<file path="src/rtl/acs_unit_k3.sv">
// -----------------------------------------------------------------------------
// acs_unit_k3
// Add-compare-select unit for a K=3, rate-1/2 Viterbi decoder built on the
// generator pair 7/5 (octal). The trellis has four states {s1,s0}. Input bit u
// moves state {s1,s0} to {u,s1}.
//
// Each accepted step takes the current path metrics (pm_in, or the initial
// metrics on a frame start) and the four branch metrics (bm_in). For every
// next state it adds the branch metric to each of the two predecessor metrics
// and keeps the smaller sum, recording which predecessor won. The four
// survivors are then normalised by subtracting their minimum and clipped to
// 3 bits. Results appear one cycle after the step.
//
// Packing:
//   bm_in[1:0]=sym 00, [3:2]=sym 01, [5:4]=sym 10, [7:6]=sym 11
//   pm_in/pm_out[2:0]=state0, [5:3]=state1, [8:6]=state2, [11:9]=state3
//   dec_out[n] = 0 : lower-numbered predecessor, 1 : higher-numbered one
// -----------------------------------------------------------------------------
module acs_unit_k3 #(
  parameter logic [2:0] INIT_MAX = 3'd7  // start metric for states 1..3
) (
  input  logic        clk,
  input  logic        rst,          // asynchronous, active-low
  input  logic        in_valid,
  input  logic        frame_start,
  input  logic [7:0]  bm_in,
  input  logic [11:0] pm_in,
  output logic [11:0] pm_out,
  output logic [3:0]  dec_out,
  output logic        out_valid,
  output logic        norm_flag,
  output logic [7:0]  step_cnt
);

  localparam logic [2:0] PM_SAT   = 3'd7;
  localparam logic [7:0] CNT_MAX  = 8'd255;

  // Branch symbol indices into the branch-metric vector.
  localparam int SYM_00 = 0;
  localparam int SYM_01 = 1;
  localparam int SYM_10 = 2;
  localparam int SYM_11 = 3;

  // ---------------------------------------------------------------------------
  // Registered state
  // ---------------------------------------------------------------------------
  logic [11:0] pm_q,        pm_d;
  logic [3:0]  dec_q,       dec_d;
  logic        out_valid_q, out_valid_d;
  logic        norm_q,      norm_d;
  logic [7:0]  cnt_q,       cnt_d;

  // ---------------------------------------------------------------------------
  // Combinational datapath signals
  // ---------------------------------------------------------------------------
  logic        init_step;        // frame_start qualified by in_valid
  logic [2:0]  pm_cur  [4];      // metrics feeding this step
  logic [1:0]  bm      [4];      // branch metric per symbol 00,01,10,11
  logic [3:0]  cand_lo [4];      // candidate via lower-numbered predecessor
  logic [3:0]  cand_hi [4];      // candidate via higher-numbered predecessor
  logic [3:0]  surv    [4];      // selected survivor sums
  logic [3:0]  min_01, min_23, min_all;
  logic [3:0]  normed  [4];

  assign init_step = in_valid & frame_start;

  // Unpack the metric and branch vectors, substituting the initial metrics on
  // a frame start so the decoder begins anchored on state 0.
  always_comb begin
    // NOTE: every variable assigned in a combinational block gets a default at
    // the top; a path that leaves one unassigned would infer a latch.
    for (int s = 0; s < 4; s++) begin
      pm_cur[s] = pm_in[3*s +: 3];
      bm[s]     = bm_in[2*s +: 2];
    end
    if (init_step) begin
      pm_cur[0] = 3'd0;
      pm_cur[1] = INIT_MAX;
      pm_cur[2] = INIT_MAX;
      pm_cur[3] = INIT_MAX;
    end
  end

  // Form the two candidate sums for each next state. Widening to 4 bits keeps
  // the worst case (7 + 3 = 10) exact without any overflow handling.
  always_comb begin
    // next state 0 <- state0 on 00, state1 on 11
    cand_lo[0] = {1'b0, pm_cur[0]} + {2'b00, bm[SYM_00]};
    cand_hi[0] = {1'b0, pm_cur[1]} + {2'b00, bm[SYM_11]};
    // next state 1 <- state2 on 10, state3 on 01
    cand_lo[1] = {1'b0, pm_cur[2]} + {2'b00, bm[SYM_10]};
    cand_hi[1] = {1'b0, pm_cur[3]} + {2'b00, bm[SYM_01]};
    // next state 2 <- state0 on 11, state1 on 00
    cand_lo[2] = {1'b0, pm_cur[0]} + {2'b00, bm[SYM_11]};
    cand_hi[2] = {1'b0, pm_cur[1]} + {2'b00, bm[SYM_00]};
    // next state 3 <- state2 on 01, state3 on 10
    cand_lo[3] = {1'b0, pm_cur[2]} + {2'b00, bm[SYM_01]};
    cand_hi[3] = {1'b0, pm_cur[3]} + {2'b00, bm[SYM_10]};
  end

  // Compare-select: the upper predecessor wins only when strictly smaller, so
  // ties resolve to the lower-numbered predecessor (decision 0).
  always_comb begin
    dec_d = 4'h0;
    for (int n = 0; n < 4; n++) begin
      surv[n] = cand_lo[n];
      if (cand_hi[n] < cand_lo[n]) begin
        surv[n]  = cand_hi[n];
        dec_d[n] = 1'b1;
      end
    end
  end

  // Find the smallest survivor with a two-level compare tree.
  always_comb begin
    min_01  = (surv[1] < surv[0]) ? surv[1] : surv[0];
    min_23  = (surv[3] < surv[2]) ? surv[3] : surv[2];
    min_all = (min_23 < min_01) ? min_23 : min_01;
  end

  // Normalise by the minimum, clip to the 3-bit metric range and repack.
  always_comb begin
    pm_d = 12'h000;
    for (int n = 0; n < 4; n++) begin
      normed[n] = surv[n] - min_all;
      pm_d[3*n +: 3] = (normed[n] > {1'b0, PM_SAT}) ? PM_SAT : normed[n][2:0];
    end
    norm_d = (min_all != 4'd0);
  end

  // Step counter: restart at 1 on a frame start, otherwise count up and stick
  // at the top value rather than wrapping.
  always_comb begin
    cnt_d = cnt_q;
    if (init_step) begin
      cnt_d = 8'd1;
    end else if (cnt_q != CNT_MAX) begin
      cnt_d = cnt_q + 8'd1;
    end
  end

  assign out_valid_d = in_valid;

  // Output registers: load results on accepted steps, hold otherwise; the
  // valid strobe follows in_valid with one cycle of latency.
  always_ff @(posedge clk or negedge rst) begin
    if (!rst) begin
      pm_q        <= 12'h000;
      dec_q       <= 4'h0;
      out_valid_q <= 1'b0;
      norm_q      <= 1'b0;
      cnt_q       <= 8'd0;
    end else begin
      // NOTE: sequential state uses non-blocking assignments so every register
      // samples pre-edge values, independent of statement order.
      out_valid_q <= out_valid_d;
      if (in_valid) begin
        pm_q   <= pm_d;
        dec_q  <= dec_d;
        norm_q <= norm_d;
        cnt_q  <= cnt_d;
      end
    end
  end

  assign pm_out    = pm_q;
  assign dec_out   = dec_q;
  assign out_valid = out_valid_q;
  assign norm_flag = norm_q;
  assign step_cnt  = cnt_q;

endmodule

</file>
<file path="config.mk">
export PLATFORM = sky130hd
export DESIGN_NAME = acs_unit_k3
export DESIGN_NICKNAME = d
export VERILOG_FILES = /design/src/rtl/acs_unit_k3.sv
export SDC_FILE = /design/constraint.sdc
export NUM_CORES = 1
export LEC_CHECK = 0
export CAP_MARGIN = 5
export CELL_PAD_IN_SITES_DETAIL_PLACEMENT = 1
export CELL_PAD_IN_SITES_GLOBAL_PLACEMENT = 1
export CORE_MARGIN = 5
export CORE_UTILIZATION = 41
export DETAILED_ROUTE_END_ITERATION = 8
export PLACE_DENSITY = 0.79
export SLEW_MARGIN = 25
export SYNTH_ARGS = -nofsm -noshare
export SYNTH_HDL_FRONTEND = slang
export SYNTH_SLANG_ARGS = --single-unit
</file>
<file path="constraint.sdc">
create_clock -name clk -period 2.1 [get_ports clk]
set_input_delay 0.42 -clock clk [delete_from_list [all_inputs] [get_ports clk]]
set_output_delay 0.42 -clock clk [all_outputs]
set_load 0.1 [all_outputs]
</file>
==> flow_summary.yaml, run 1 <==
die:
  io_pins: 50
  initial_core_util: 0.416
  fp.dieH_um: 101
  fp.dieW_um: 101
  row_count: 33
status:
  haltStage: "5_1_grt"
  status: "stopped before the end"
  tool.error: "[ERROR DPL-0033] detailed placement checks failed during check placement."
clock_network:
  htree_levels: 1
  cts_buffer_depth: 2
  clkSinkCount: 26
  hold_buffers: 0
  cts-buffers-inserted: 3
  root_buffer: "clkbuf_8"
logic_synthesis:
  synth_edf_count: 0
  yosysSeqAreaShare: 0.193
  synthDistinctLibCells: 57
  syn-instance-count: 415
  synth_flop_cell: "dfrtp_1"
  synth_warnings: 0
  synth_seq_cells: 26
  synth_area_um2: 3370
  async_reset_ff_frac: 1.00
  syn_area_per_cell_um2: 8.11
  synth_nets: 499
timing:
  grt-worst-endpoint: "pm_out[3]$_DFFE_PN0P_/D"
  worstEpCategory: "register data pin"
place:
  numPortBuffers: 49
  hpwl_um: 9900
  globalplace.congestion: 0.859
global_route:
  grt_max_degree: 27
  antenna_found_initial: 0
-- cell families after synthesis --
| logic type | Yosys count | share of synthesized area |
|---|---|---|
| AOI/OAI and AO/OA | 113 | 0.224 |
| xor gates and xnor gates | 24 | 0.0624 |
| adders and majority gates | 61 | 0.239 |
| buffers and inverters | 51 | 0.0591 |
| DFF | 26 | 0.193 |
| muxes | 7 | 0.0230 |
| and+or+nand+nor | 133 | 0.199 |
-- cells in the mapped netlist (all sizes together) (3+ instances only) --
cell,count,area [um^2]
nand2,17,63.8
o21bai,5,37.5
a31oi,13,81.3
fa,6,120
xor2,7,61.3
mux2,3,37.5
o31ai,4,30.0
clkbuf,8,30.0
nand3,7,35.0
nor2,58,220
or2,3,18.8
o21ba,4,40.0
a21oi,35,175
and3,4,25.0
ha,54,676
nand4,4,25.0
nor2b,5,38.8
mux2i,4,40.0
nor3,15,111
xnor2,17,149
o21ai,19,98.8
o21a,7,52.6
nand2b,7,43.8
inv,41,154
a211oi,3,22.5
o221ai,4,35.0
o211ai,3,22.5
dfrtp,26,651
and2,7,43.8
-- metrics by stage --
step / cells / hold slack (ns) / area [um^2] / worst slack [ns] / TNS [ns]
floorplan: 415 / 0.124 / 3560 / -3.30 / -42.57
global placement: 667 / 0.501 / 4860 / -4.17 / -57.37
detailed placement: 667 / 0.523 / 4860 / -4.48 / -61.90
CTS: 692 / 0.523 / 5580 / -3.44 / -44.54
-- repair_timing --
item                       in CTS
buffers inserted               21
pin swaps                      52
resized for setup             127
setup endpoints to repair      19
cloned                          1
==> inputs of run 2 (changes only) <==
--- a/config.mk
+++ b/config.mk
@@ -6,12 +6,10 @@
 export NUM_CORES = 1
 export LEC_CHECK = 0
 export CAP_MARGIN = 5
-export CELL_PAD_IN_SITES_DETAIL_PLACEMENT = 1
-export CELL_PAD_IN_SITES_GLOBAL_PLACEMENT = 1
 export CORE_MARGIN = 5
-export CORE_UTILIZATION = 41
+export CORE_UTILIZATION = 40
 export DETAILED_ROUTE_END_ITERATION = 8
-export PLACE_DENSITY = 0.79
+export PLACE_DENSITY_LB_ADDON = 0.15
 export SLEW_MARGIN = 25
 export SYNTH_ARGS = -nofsm -noshare
 export SYNTH_HDL_FRONTEND = slang
==> run 2 against run 1 <==
  * The flow now finishes, with violations (setup timing)
  * Synthesized cell count did not move
  * Area after synthesis did not move
==> flow_summary.yaml, run 2 <==
status:
  status: "finished, violations left"
  violations: "setup timing"
critical_path:
  crit_fanout: 5
  r2r_slack_ns: 0.42
  r2r-start: "step_cnt[0]"
  required_ns: 2.24
  endpoint_kind: "register"
  critPathLaunch: "frame_start"
  cpMaxStageDelayCell: "mux2_4"
  cp_data_arrival_time_ns: 5.64
  crit_type: "in -> reg"
  reg2reg_depth: 6
  r2r-end: "step_cnt[5]"
  start_kind: "input pin"
  critPathMaxStageDelay_ns: 0.33
clock_network:
  clkSinkCount: 26
  htree_levels: 1
  hold_buffers: 0
  cts_buffer_depth: 2
  insertion_delay_ns: 0.27
  clk_pin_slew_ns: 0.09
  cts_tree: "done"
  cts-buffers-inserted: 3
  root_buffer: "clkbuf_8"
timing:
  skew_ns: 0.00205
  maxSlewHeadroom: 0.641
  finalHoldViolCount: 0
  fmax_mhz: 182
  maxSlewViolCount: 0
  grt_setup_unrepaired: "yes"
  setup_ws_ns: -3.40
  fin_tns_setup_ns: -43.98
  period_minus_slack_ns: 5.50
  worstMarginPinSlew_ns: 0.537
  period_share: 2.62
  setup_viol: 17
logic_synthesis:
  synthTopCellsByArea: "ha_1 20%, dfrtp_1 19%, nor2_1 6.4%"
  synth_edf_count: 0
  syn-instance-count: 415
  synthDistinctLibCells: 57
  yosysSeqAreaShare: 0.193
  synth_area_um2: 3370
  synth.largest_area_cell: "ha_1"
  async_reset_ff_frac: 1.00
  synth_seq_cells: 26
  synth_most_common_cell: "nor2_1"
  synth_warnings: 0
  ys_top_cells_by_count: "57 x nor2_1, 54 x ha_1, 41 x inv_1"
  synth_nets: 499
  synth_top_cell_area_share: 0.201
  synth_flop_cell: "dfrtp_1"
  syn_area_per_cell_um2: 8.11
place:
  dp_cells: 672
  hpwl_um: 8020
  numPortBuffers: 49
  globalplace.congestion: 0.809
global_route:
  grt_util_met1: 0.270
  grt_first_pass_wirelength_um: 17400
  use_met2: 0.377
  antenna_found_initial: 0
  met3_usage: 0.0158
  grt_max_degree: 38
  gr-max-usage-layer: "met2"
  grt_util_all_layers: 0.209
  grt_overflow: 0
  grt_pass1_vias: 3750
power:
  finalPower_uw: 9900
  ir_worst_vdd_uv: 807
  p_switching_uw: 4810
  p_leak_uw: 0.00263
  power_density_nw_per_um2: 1710
  p_comb_frac: 0.894
  pwr-share-clk: 0.032
  switching_share: 0.485
  sequentialPowerShare: 0.075
  intPower_uw: 5090
job:
  maxCapViolCount: 0
layout:
  instances_no_fill: 701
  largest_register_ffs: 12
  drive_gt1_frac: 0.497
  fin_nets: 681
  area_growth_pct: 72.2
  n_antenna_cell: 0
  final_common_cell: "buf_4"
  final_cell_mix: "153 x buf_4, 48 x nor2_1, 34 x inv_1, 31 x ha_1, 25 x a21oi_1"
  post-route-util: 0.706
die:
  fp.dieH_um: 102
  initial_core_util: 0.410
  core_um2: 8220
  io_pins: 50
  fp.dieW_um: 102
  die_area_um2: 10400
  row_count: 33
route:
  via_per_inst: 5.29
  wl_um: 10800
  drc: 0
  first_iter_violations: 112
  wl_per_cell_um: 15.4
  postRouteAntennaNets: 0
  via_count: 3711
  drtPass1Iterations: 4
worst_hold_path:
  hold_class: "in -> async"
[run 2: metrics by stage]
step           setup slack [ns]  hold slack (ns)  instance area, um^2
6_report                  -3.40            0.502                 5800
5_1_grt                   -3.67            0.531                 5800
4_1_cts                   -3.35            0.519                 5540
3_5_place_dp              -4.29            0.523                 4900
3_3_place_gp              -4.18            0.503                 4900
2_1_floorplan             -3.30            0.124                 3560
[run 2: cell type report]
type / count / area [um^2]
Inverter: 41 / 154
Timing Repair Buffer: 186 / 1500
Sequential cell: 26 / 656
Tap cell: 105 / 131
Clock buffer: 4 / 55.1
Multi-Input combinational cell: 339 / 3310
Fill cell: 659 / 2420
[run 2: power groups by stage]
stage               sequential [uW]  combinational, uW  clock [uW]
floorplan                      1690               3690           0
finish                          738               8850         315
CTS                             739               7870         320
detailed placement              749               7010           0
global placement                743               6880           0
global route                    760               9600         347
[run 2: repair_timing]
item                                    CTS  global route
buffers inserted                         17            10
endpoints found under the setup margin   19            17
gates resized for setup                 121            42
gates cloned                              1             0
pin swaps                                48            41
[run 2: logic make-up (layout without fill, tap and decap cells)]
family / count (synthesis) / after routing / synth area share
compound gates: 113 / 113 / 0.224
xor+xnor: 24 / 24 / 0.0624
fa+ha+maj: 61 / 61 / 0.239
buf+inv: 51 / 231 / 0.0591
flops: 26 / 26 / 0.193
mux: 7 / 7 / 0.0230
simple gates: 133 / 134 / 0.199
[run 2: worst max-delay path, delay by kind of cell]
| family | cells | cell delay, ns |
|---|---|---|
| AO/OA/AOI/OAI | 10 | 1.57 |
| buffers and inverters | 6 | 0.62 |
| adder cells (fa/ha/maj) | 5 | 1.05 |
| XOR/XNOR | 1 | 0.14 |
| AND/OR/NAND/NOR | 8 | 1.01 |
| multiplexers | 3 | 0.83 |
[run 2: worst max-delay path by stage]
stage | to | slack (ns) | cells past startpoint
floorplan | pm_out[11] | -3.30 | 28
global placement | pm_out[10] | -4.18 | 29
detailed placement | pm_out[11] | -4.29 | 29
CTS | pm_out[8] | -3.35 | 32
global route | pm_out[7] | -3.67 | 33
finish | pm_out[8] | -3.40 | 33
[run 2: per-layer routing]
layer / vias to the layer above / routed length [um]
met5: - / 0
met4: 0 / 159
met3: 14 / 436
met2: 86 / 5550
met1: 1768 / 4680
li1: 1843 / -
(Power assumes the default switching activity.)
